`config.mk`:
```
export PLATFORM = sky130hd
export DESIGN_NAME = kernel_write_control_flat
export DESIGN_NICKNAME = d
export VERILOG_FILES = /design/src/rtl/kernel_write_control_if.sv /design/src/rtl/kernel_write_control.sv /design/src/flat_wrapper.sv
export SDC_FILE = /design/constraint.sdc
export NUM_CORES = 1
export LEC_CHECK = 0
export ABC_CLOCK_PERIOD_IN_PS = 2800
export CAP_MARGIN = 20
export CORE_MARGIN = 2
export CORE_UTILIZATION = 60
export CTS_BUF_LIST = sky130_fd_sc_hd__clkbuf_4 sky130_fd_sc_hd__clkbuf_8
export CTS_CLUSTER_DIAMETER = 60
export DETAILED_ROUTE_END_ITERATION = 12
export DONT_BUFFER_PORTS = 1
export PLACE_DENSITY = 0.76
export SYNTH_ARGS = -nofsm -noshare
export SYNTH_HDL_FRONTEND = slang
export SYNTH_SLANG_ARGS = --single-unit
```
`constraint.sdc`:
```
create_clock -name clk -period 2.8 [get_ports clk]
set_input_delay 0.42 -clock clk [delete_from_list [all_inputs] [get_ports clk]]
set_output_delay 0.42 -clock clk [all_outputs]
set_load 0.02 [all_outputs]
```
`src/rtl/kernel_write_control_if.sv`:
```
// kernel_write_control_if
//   Groups the weight-stream handshake and the kernel-memory write bus.
//   Handshake: a word moves on a cycle where in_valid and in_ready are both
//   high; in_valid may rise or fall at will and in_data is only meaningful
//   while in_valid is high. in_ready is a pure function of the loader state
//   (high only while loading).
//   Ports:
//     in_data / in_valid      : weight stream from the source (master drives)
//     in_ready                : loader accepts a word this cycle
//     write_kernel_addr/data  : kernel memory write address / data
//     write_kernel_en         : one-hot bank write enable, bit n = bank n
//   Modports: master = stream source / memory side, slave = the loader.
interface kernel_write_control_if #(
   parameter int DATA_W = 16
);
   logic [DATA_W-1:0] in_data;
   logic              in_valid;
   logic              in_ready;
   logic [8:0]        write_kernel_addr;
   logic [DATA_W-1:0] write_kernel_data;
   logic [3:0]        write_kernel_en;

   modport master (
      output in_data, in_valid,
      input  in_ready, write_kernel_addr, write_kernel_data, write_kernel_en
   );

   modport slave (
      input  in_data, in_valid,
      output in_ready, write_kernel_addr, write_kernel_data, write_kernel_en
   );
endinterface

```
`src/rtl/kernel_write_control.sv`:
```
// kernel_write_control
//   Loads kernel weights into the 4-bank kernel memory. Each accepted word
//   goes to the next bank in rotation 0..3; the 9-bit kernel address advances
//   after every bank-3 word. The write appears on the bus one cycle after
//   acceptance. A load cannot start while cnn_busy is high.
//   Ports:
//     clk, reset        : clock, asynchronous active-low reset
//     load_start        : 1-cycle request to begin a (re)load
//     load_abort        : 1-cycle cancel; beats start and any word that cycle
//     cnn_busy          : inference running, blocks load_start
//     bus (slave)       : weight stream in, kernel memory write bus out
//     load_busy         : state is LOAD
//     load_done         : full load completed, held until next start or abort
//     load_checksum     : mod-2^16 sum of accepted words (optional)
//     state_dbg         : current FSM state encoding
//   Optional feature macro: KERNEL_WRITE_CHECKSUM_EN adds load_checksum.
module kernel_write_control #(
   parameter int DATA_W       = 16,
   parameter int KERNEL_DEPTH = 324
) (
   input  logic                   clk,
   input  logic                   reset,
   input  logic                   load_start,
   input  logic                   load_abort,
   input  logic                   cnn_busy,
   kernel_write_control_if.slave  bus,
   output logic                   load_busy,
   output logic                   load_done,
`ifdef KERNEL_WRITE_CHECKSUM_EN
   output logic [15:0]            load_checksum,
`endif
   output logic [1:0]             state_dbg
);

   localparam logic [8:0] LAST_ADDR = 9'(KERNEL_DEPTH - 1);

   typedef enum logic [1:0] {
      ST_IDLE = 2'd0,
      ST_LOAD = 2'd1,
      ST_DONE = 2'd2
   } state_e;

   state_e            state_q, state_d;
   logic [1:0]        bank_q, bank_d;
   logic [8:0]        addr_q, addr_d;
   logic [3:0]        wen_q, wen_d;
   logic [8:0]        waddr_q, waddr_d;
   logic [DATA_W-1:0] wdata_q, wdata_d;
`ifdef KERNEL_WRITE_CHECKSUM_EN
   logic [15:0]       csum_q, csum_d;
`endif

   logic accept;
   logic start_ok;
   logic last_word;

   assign bus.in_ready = (state_q == ST_LOAD);
   // An abort in the same cycle discards the word on the bus.
   assign accept    = bus.in_valid & bus.in_ready & ~load_abort;
   assign start_ok  = load_start & ~cnn_busy & ~load_abort;
   assign last_word = (bank_q == 2'd3) && (addr_q == LAST_ADDR);

   always_comb begin
      state_d = state_q;
      bank_d  = bank_q;
      addr_d  = addr_q;
      wen_d   = 4'b0000;
      waddr_d = waddr_q;
      wdata_d = wdata_q;
`ifdef KERNEL_WRITE_CHECKSUM_EN
      csum_d  = csum_q;
`endif
      case (state_q)
         ST_IDLE: begin
            if (start_ok) begin
               state_d = ST_LOAD;
               bank_d  = 2'd0;
               addr_d  = 9'd0;
`ifdef KERNEL_WRITE_CHECKSUM_EN
               csum_d  = 16'd0;
`endif
            end
         end
         ST_LOAD: begin
            if (load_abort) begin
               state_d = ST_IDLE;
               bank_d  = 2'd0;
               addr_d  = 9'd0;
`ifdef KERNEL_WRITE_CHECKSUM_EN
               csum_d  = 16'd0;
`endif
            end else if (accept) begin
               wen_d   = 4'(4'b0001 << bank_q);
               waddr_d = addr_q;
               wdata_d = bus.in_data;
`ifdef KERNEL_WRITE_CHECKSUM_EN
               csum_d  = csum_q + 16'(bus.in_data);
`endif
               if (last_word) begin
                  // Counters stay parked on the final location.
                  state_d = ST_DONE;
               end else begin
                  bank_d = bank_q + 2'd1;
                  if (bank_q == 2'd3) begin
                     addr_d = addr_q + 9'd1;
                  end
               end
            end
         end
         ST_DONE: begin
            if (load_abort) begin
               state_d = ST_IDLE;
               bank_d  = 2'd0;
               addr_d  = 9'd0;
`ifdef KERNEL_WRITE_CHECKSUM_EN
               csum_d  = 16'd0;
`endif
            end else if (start_ok) begin
               state_d = ST_LOAD;
               bank_d  = 2'd0;
               addr_d  = 9'd0;
`ifdef KERNEL_WRITE_CHECKSUM_EN
               csum_d  = 16'd0;
`endif
            end
         end
         default: begin
            state_d = ST_IDLE;
         end
      endcase
   end

   always_ff @(posedge clk or negedge reset) begin
      if (!reset) begin
         state_q <= ST_IDLE;
         bank_q  <= 2'd0;
         addr_q  <= 9'd0;
         wen_q   <= 4'b0000;
         waddr_q <= 9'd0;
         wdata_q <= '0;
`ifdef KERNEL_WRITE_CHECKSUM_EN
         csum_q  <= 16'd0;
`endif
      end else begin
         state_q <= state_d;
         bank_q  <= bank_d;
         addr_q  <= addr_d;
         wen_q   <= wen_d;
         waddr_q <= waddr_d;
         wdata_q <= wdata_d;
`ifdef KERNEL_WRITE_CHECKSUM_EN
         csum_q  <= csum_d;
`endif
      end
   end

   // Status outputs are straight decodes of the state register, so
   // load_done rises and load_busy falls with the final write pulse.
   assign load_busy             = (state_q == ST_LOAD);
   assign load_done             = (state_q == ST_DONE);
   assign state_dbg             = state_q;
   assign bus.write_kernel_en   = wen_q;
   assign bus.write_kernel_addr = waddr_q;
   assign bus.write_kernel_data = wdata_q;
`ifdef KERNEL_WRITE_CHECKSUM_EN
   assign load_checksum         = csum_q;
`endif

endmodule
```
`src/flat_wrapper.sv`:
```
// flat-port wrapper written by rule: the top's interface ports become plain ports
module kernel_write_control_flat 
#(
   parameter int DATA_W       = 16,
   parameter int KERNEL_DEPTH = 324
)
  (clk, reset, load_start, load_abort, cnn_busy, load_busy, load_done, state_dbg, bus_in_data, bus_in_valid, bus_in_ready, bus_write_kernel_addr, bus_write_kernel_data, bus_write_kernel_en);
  kernel_write_control_if #(.DATA_W(DATA_W)) bus_i ();
  input  logic clk;
  input  logic reset;
  input  logic load_start;
  input  logic load_abort;
  input  logic cnn_busy;
  output logic load_busy;
  output logic load_done;
  output logic [1:0] state_dbg;
  input wire logic [$bits(bus_i.in_data)-1:0] bus_in_data;
  input wire logic [$bits(bus_i.in_valid)-1:0] bus_in_valid;
  output wire logic [$bits(bus_i.in_ready)-1:0] bus_in_ready;
  output wire logic [$bits(bus_i.write_kernel_addr)-1:0] bus_write_kernel_addr;
  output wire logic [$bits(bus_i.write_kernel_data)-1:0] bus_write_kernel_data;
  output wire logic [$bits(bus_i.write_kernel_en)-1:0] bus_write_kernel_en;
  assign bus_i.in_data = bus_in_data;
  assign bus_i.in_valid = bus_in_valid;
  assign bus_in_ready = bus_i.in_ready;
  assign bus_write_kernel_addr = bus_i.write_kernel_addr;
  assign bus_write_kernel_data = bus_i.write_kernel_data;
  assign bus_write_kernel_en = bus_i.write_kernel_en;
  kernel_write_control #(.DATA_W(DATA_W), .KERNEL_DEPTH(KERNEL_DEPTH)) u_core (.clk(clk), .reset(reset), .load_start(load_start), .load_abort(load_abort), .cnn_busy(cnn_busy), .bus(bus_i), .load_busy(load_busy), .load_done(load_done), .state_dbg(state_dbg));
endmodule
```
==> impl_summary.txt <==
----------------------------------------------------
[Status]
  Result of the run ... finished clean

[Place]
  Routability congestion estimate ... between 0.7 and 0.8
  Instance area at placement ... between 1500 and 2000 µm²
  Number of port buffers ... 0
  Dpl cells ... 206
  Half-perimeter wire length after placement ... 2.51 mm

[Layout]
  Final Util ... 0.694
  Antenna cells ... 0
  Design Area, Final ... approximately 2100 µm²
  Finished Layout Cells ... roughly 220
  Share of post-route cells with drive strength above 1 ... 0.198
  Synthesis-to-finish area growth ... 9.22%
  Net total in the final layout ... about 200
  Fill cell count ... 236

[Worst setup path]
  Largest fanout of any net on the critical path ... 6
  Critical path's slowest cell ... or4b_1
  CP cell instances ... ha_1, or4b_1, or3_1, and3_4, mux2_4
  Critical path required time ... 3.05 ns
  Kind of capture point of the worst setup path ... flip-flop
  Data arrival, critical path ... 2.45 ns
  Crit path kind ... reg -> reg
  Crit start category ... flip-flop
  CP peak stage delay ... roughly 0.56 ns
  Worst r2r path cells ... 5

[CTS]
  TritonCTS clock tree ... built
  Post-CTS setup buffer count ... 0
  H-tree levels ... 2
  Clock tree sinks ... 42
  Number of buffers on the longest clock path ... 2
  Later-pin clock latency in the skew report ... around 0.35 ns
  Register clock-pin slew on the reported worst setup and hold paths ... around 0.13 ns
  Root buffer cell ... clkbuf_4
  Num CTS Buffers ... 5

[Logic synthesis]
  Most numerous cell in the Yosys netlist ... dfrtp_1
  Cell count after synthesis ... 166
  Netlist cell types ... 42
  Share of the synthesized area in the top cell type ... 0.542
  Fraction of registers with async set/reset ... 1.00
  Post-Syn Area per Cell ... roughly 12 µm²
  Top post-synthesis cells by area ... dfrtp_1, mux2_2, ha_1
  Synth Register Bits ... 42
  Most used DFF post-synth ... dfrtp_1
  Number of enable flip-flop cells after synthesis ... 0
  Proportion of synthesized area in mux cells ... 0.129
  Top cell types by occurrence after synthesis ... dfrtp_1, mux2_2, o21ai_0, inv_1, nand2_1
  Net count after synthesis ... a little under 200
  Yosys warning total ... 0
  Post-synthesis instance area ... roughly 1900 µm²
  Sequential element share of the synthesized area ... 0.542
  Largest family of logic cells by synthesized area ... multiplexers
  Synthesized-area fraction occupied by ao, oa, aoi and oai cells ... 0.115
  Biggest area consumer among synthesized cells ... dfrtp_1
  Simple logic cell fraction of the synthesized area ... 0.119
  Post-synthesis share of cell area spent on xor and xnor gates ... 0
  Arithmetic-cell share of the synthesized area counting full adders, half adders and majority gates ... 0.0580

[Min path]
  Hold depth ... 1
  Hold Path Class ... in -> reg

[STA]
  Final Max Tran Viols ... 0
  Transition time at the pin with the least slew margin ... 0.430 ns
  Final period utilization ... 0.786
  Fin. Hold Viols ... 0
  Max transition margin ... 0.711
  Clock period minus final worst setup slack ... 2.20 ns
  Worst Skew ... between 0.003 and 0.004 ns
  Highest clock rate ... roughly 450 MHz
  Setup repair after global routing missed its margin ... no
  Setup violations, final ... 0
  Setup_tns ... 0 ns

[Detailed routing]
  DRT iter0 DRCs ... 63
  Remaining design rule violation count ... 0
  Via density per instance ... 5.94
  Pre-Repair DR Iteration Count ... 4
  Antenna-violating nets left ... 0
  Routed wire length ... ~3.6 mm
  Vias ... 1283
  Average wire per standard cell ... 16.8 µm

[Die]
  Total Die Area ... 3710 µm²
  Io pins ... 56
  Die width ... 60.9 µm
  Effective utilization at floorplan ... 0.636
  Y dimension of the die ... 60.9 µm
  Core region area ... 3050 µm²
  Number of core rows ... 20

[Power and ir drop]
  Maximum VDD drop ... 464 µV
  Total power divided by cell area ... 883 nW/µm²
  Total leakage power ... roughly 0.97 nW

[Global route]
  Number of global-route vias before repair ... between 1k and 1.5k
  Met2 global-route usage ... 0.361
  Gr busiest metal ... met2
  First-pass GRT wire length ... 5.82 mm
  Number of antenna violations at the first check in global routing ... 0
  Total global-route track usage ... 0.218
  GR Layer Usage met3 ... 0.0832
  Pin count of the biggest net entering global routing ... 43
  Sum of overflow across all layers after global routing ... 0
  Met1 usage ... 0.256

[Flow run]
  Max capacitance violation total ... 0

----------------------------------------------------
repair_timing:
item,4_1_cts,5_1_grt
hold buffers,2,0
endpoints found under the hold margin,42,0
setup endpoints to repair,0,0
resized for setup,0,0
kinds of logic (layout without fill, tap and decap cells):
family | Yosys count | in the layout
adders and majority gates | 9 | 9
AOI/OAI and AO/OA | 34 | 34
DFF | 42 | 42
buffers and inverters | 18 | 24
and+or+nand+nor | 41 | 41
muxes | 22 | 22
cell type report:
| cell class | instances | area (µm²) | share of cell area |
|---|---|---|---|
| clock buffers | 5 | 37.5 | 0.0177 |
| clock inverters | 3 | 68.8 | 0.0325 |
| inverters | 12 | 45.0 | 0.0213 |
| multi-input cells | 106 | 817 | 0.385 |
| flip-flops and latches | 42 | 1050 | 0.496 |
| well taps | 44 | 55.1 | 0.0260 |
| repair buffers | 4 | 45.0 | 0.0213 |
through the flow:
stage	power (mW)	setup WS (ns)	hold slack (ns)
CTS	1.89	0.589	0.188
global route	1.98	0.510	0.172
global placement	1.36	0.711	0.125
finish	1.87	0.598	0.205
floorplan	1.31	0.734	0.124
detailed placement	1.38	0.613	0.125
report_power, final:
part	switching (mW)	internal, mW	total, mW
registers	0.290	0.755	1.04
clock network	0.201	0.279	0.481
logic	0.173	0.173	0.346
worst paths after layout:
check	from	end	slack, ns
worst max-delay path	u_core.addr_q[0]$_DFFE_PN0P_	u_core.bank_q[0]$_DFFE_PN0P_	0.60
worst min-delay path	bus_in_data[2]	u_core.bus.write_kernel_data[2]$_DFFE_PN0P_	0.20
worst max register to register	u_core.addr_q[0]$_DFFE_PN0P_	u_core.bank_q[0]$_DFFE_PN0P_	0.60
worst min register to register	u_core.addr_q[7]$_DFFE_PN0P_	u_core.addr_q[7]$_DFFE_PN0P_	0.58
max in group asynchronous	reset	u_core.bank_q[0]$_DFFE_PN0P_	2.08
min in group asynchronous	reset	u_core.bus.write_kernel_data[4]$_DFFE_PN0P_	0.53
routing by layer:
metal / vias to the layer above / wire length (µm) / share of wire
met2: 46 / 1770 / 0.49
met5: - / 0 / 0
met1: 630 / 1480 / 0.41
li1: 599 / - / -
met3: 8 / 318 / 0.088
met4: 0 / 57 / 0.016
placed cells by master, fill, tap and decap left out, types with 2 or more instances in the layout:
cell type,Yosys,layout
buf_4,1,2
o21a_1,2,2
a21o_1,2,2
o21ai_0,15,15
nor3_1,2,2
or3_1,2,2
inv_1,12,12
dfrtp_1,42,42
bufinv_16,0,2
clkbuf_4,0,5
mux2_2,20,20
nand2_1,11,11
nand2b_1,3,3
nand3_1,3,3
and3_1,3,3
nor2_1,5,5
ha_1,9,9
and2_1,2,2
o211ai_1,2,2
nor2b_1,2,2
a21oi_1,3,3
critical path, delay by kind of cell, from the launching register on:
family	cells	cell delay (ns)
muxes	1	0.25
adders and majority gates	1	0.25
DFF	1	0.44
and+or+nand+nor	3	1.17
state kept, by name (all words and copies together) (netlist names):
| signal | count |
|---|---|
| u_core.state_dbg | 2 |
| u_core.bus.write_kernel_en | 4 |
| u_core.bank_q | 2 |
| u_core.addr_q | 9 |
| u_core.bus.write_kernel_addr | 9 |
| u_core.bus.write_kernel_data | 16 |
(Power assumes the default switching activity.)
==> RTL edit (same flow settings) <==
Take the reset off `addr_q`, `waddr_q` and `wdata_q` and load them in a clocked block of their own.
--- a/src/rtl/kernel_write_control.sv
+++ b/src/rtl/kernel_write_control.sv
@@ -134,24 +134,24 @@
       if (!reset) begin
          state_q <= ST_IDLE;
          bank_q  <= 2'd0;
-         addr_q  <= 9'd0;
          wen_q   <= 4'b0000;
-         waddr_q <= 9'd0;
-         wdata_q <= '0;
 `ifdef KERNEL_WRITE_CHECKSUM_EN
          csum_q  <= 16'd0;
 `endif
       end else begin
          state_q <= state_d;
          bank_q  <= bank_d;
-         addr_q  <= addr_d;
          wen_q   <= wen_d;
-         waddr_q <= waddr_d;
-         wdata_q <= wdata_d;
 `ifdef KERNEL_WRITE_CHECKSUM_EN
          csum_q  <= csum_d;
 `endif
       end
+   end
+
+   always_ff @(posedge clk) begin
+      addr_q  <= addr_d;
+      waddr_q <= waddr_d;
+      wdata_q <= wdata_d;
    end
 
    // Status outputs are straight decodes of the state register, so
Behaviour: differs if reset is asserted again (counterexample within 4 cycles, from zero or initial values and one cycle with reset low); with reset held inactive, the same outputs for 10 cycles.
==> RTL edit against the original RTL <==
The flow now finishes with violations (design-rule violations); clock skew up 0.010 ns; cell area decreased by 9.4%; area after synthesis is 6.8% lower; sequential cell count stayed put; sequential share of layout area is 14 points higher; core utilization is 1.0 points lower; power fell by 13%; global-route usage decreased by 3.7 points; non-clock buffer count grew 1; hold slack got worse by 0.038 ns; setup slack improved by 0.048 ns; clock power shrank 44%; routed wire length decreased by 24%; critical path type unchanged; largest power group unchanged; highest routed layer unchanged.
==> RTL edit: results (changes against the original RTL) <==
STA
  • Clk_skew: 0.01407 ns (was 0.003847 ns)
  • Hold_ws: 0.1663 ns (was 0.2047 ns)
  • Rel. slew slack: 70.72% (was 71.08%)

Detailed routing
  • # DRC: 5 (was 0)
  • Met1 wire length: 1165 um (was 1481 um)
  • DR WL/cell: 16.57 um (was 16.80 um)
  • Pre-antenna DRT Iters: 12 (was 4)

Placed design
  • DP Worst Slack: 0.6967 ns (was 0.6129 ns)
  • RePlAce Congestion: 0.8077 (was 0.7718)

Pwr
  • Switch share: 34.20% (was 35.48%)
  • Peak supply drop: 0.0004679 V (was 0.0004643 V)

Global route
  • Number of global-route vias before repair: 964 (was 1314)
  • Met1 Use GR: 22.22% (was 25.55%)
  • Global-route usage over all layers: 18.07% (was 21.78%)
  • Largest net degree at the start of global routing: 26 (was 43)
  • M3 GR Usage: 7.692% (was 8.316%)
  • First-pass GRT wire length: 4505 um (was 5816 um)

Synthesis
  • Prevailing post-synth register cell: edfxtp_1 (was dfrtp_1)
  • Sequential cell area fraction in the yosys report: 67.54% (was 54.16%)

Run status
  • Status: complete, but fails checks (was completed)
  • Failing checks: design-rule violations

Min path
  • Worst Hold Depth: 0 (was 1)
  • WHS Endpoint: u_core.bus.write_kernel_data[13]$_DFFE_PP_ (was u_core.bus.write_kernel_data[2]$_DFFE_PN0P_)

Worst setup path
  • Crit path max fanout: 12 (was 6)

Finish
  • Fill cell count: 189 (was 236)
==> RTL edit: changes by cell type after synthesis, moves of 3 or more <==
cell and change:
dfrtp_1 -34, edfxtp_1 +34, mux2_2 -20, inv_1 -6, nand2_1 -6, nand4_1 +4, o21ai_0 -3
==> RTL edit: area by class of cell <==
type	count	area [um^2]	area share (%)
inverter	6	22.52	1.173
multi-input combinational	75	543.0	28.29
tap	31	38.79	2.021
sequential	42	1221	63.62
timing repair buffer	5	40.04	2.086
clock buffer	5	37.54	1.956
clock inverter	3	16.27	0.8475
==> RTL edit: cell families after synthesis <==
| group | Yosys count | share of synthesized area [%] |
|---|---|---|
| flops | 42 | 67.54 |
| simple gates | 36 | 11.90 |
| compound gates | 28 | 10.87 |
| buf+inv | 10 | 2.422 |
| fa+ha+maj | 9 | 6.228 |
| xor+xnor | 1 | 0.4845 |
| mux | 1 | 0.5537 |
==> RTL edit: timing repair <==
item,in CTS,in global routing
endpoints found under the hold margin,8,0
endpoints found under the setup margin,0,0
hold buffers,1,0
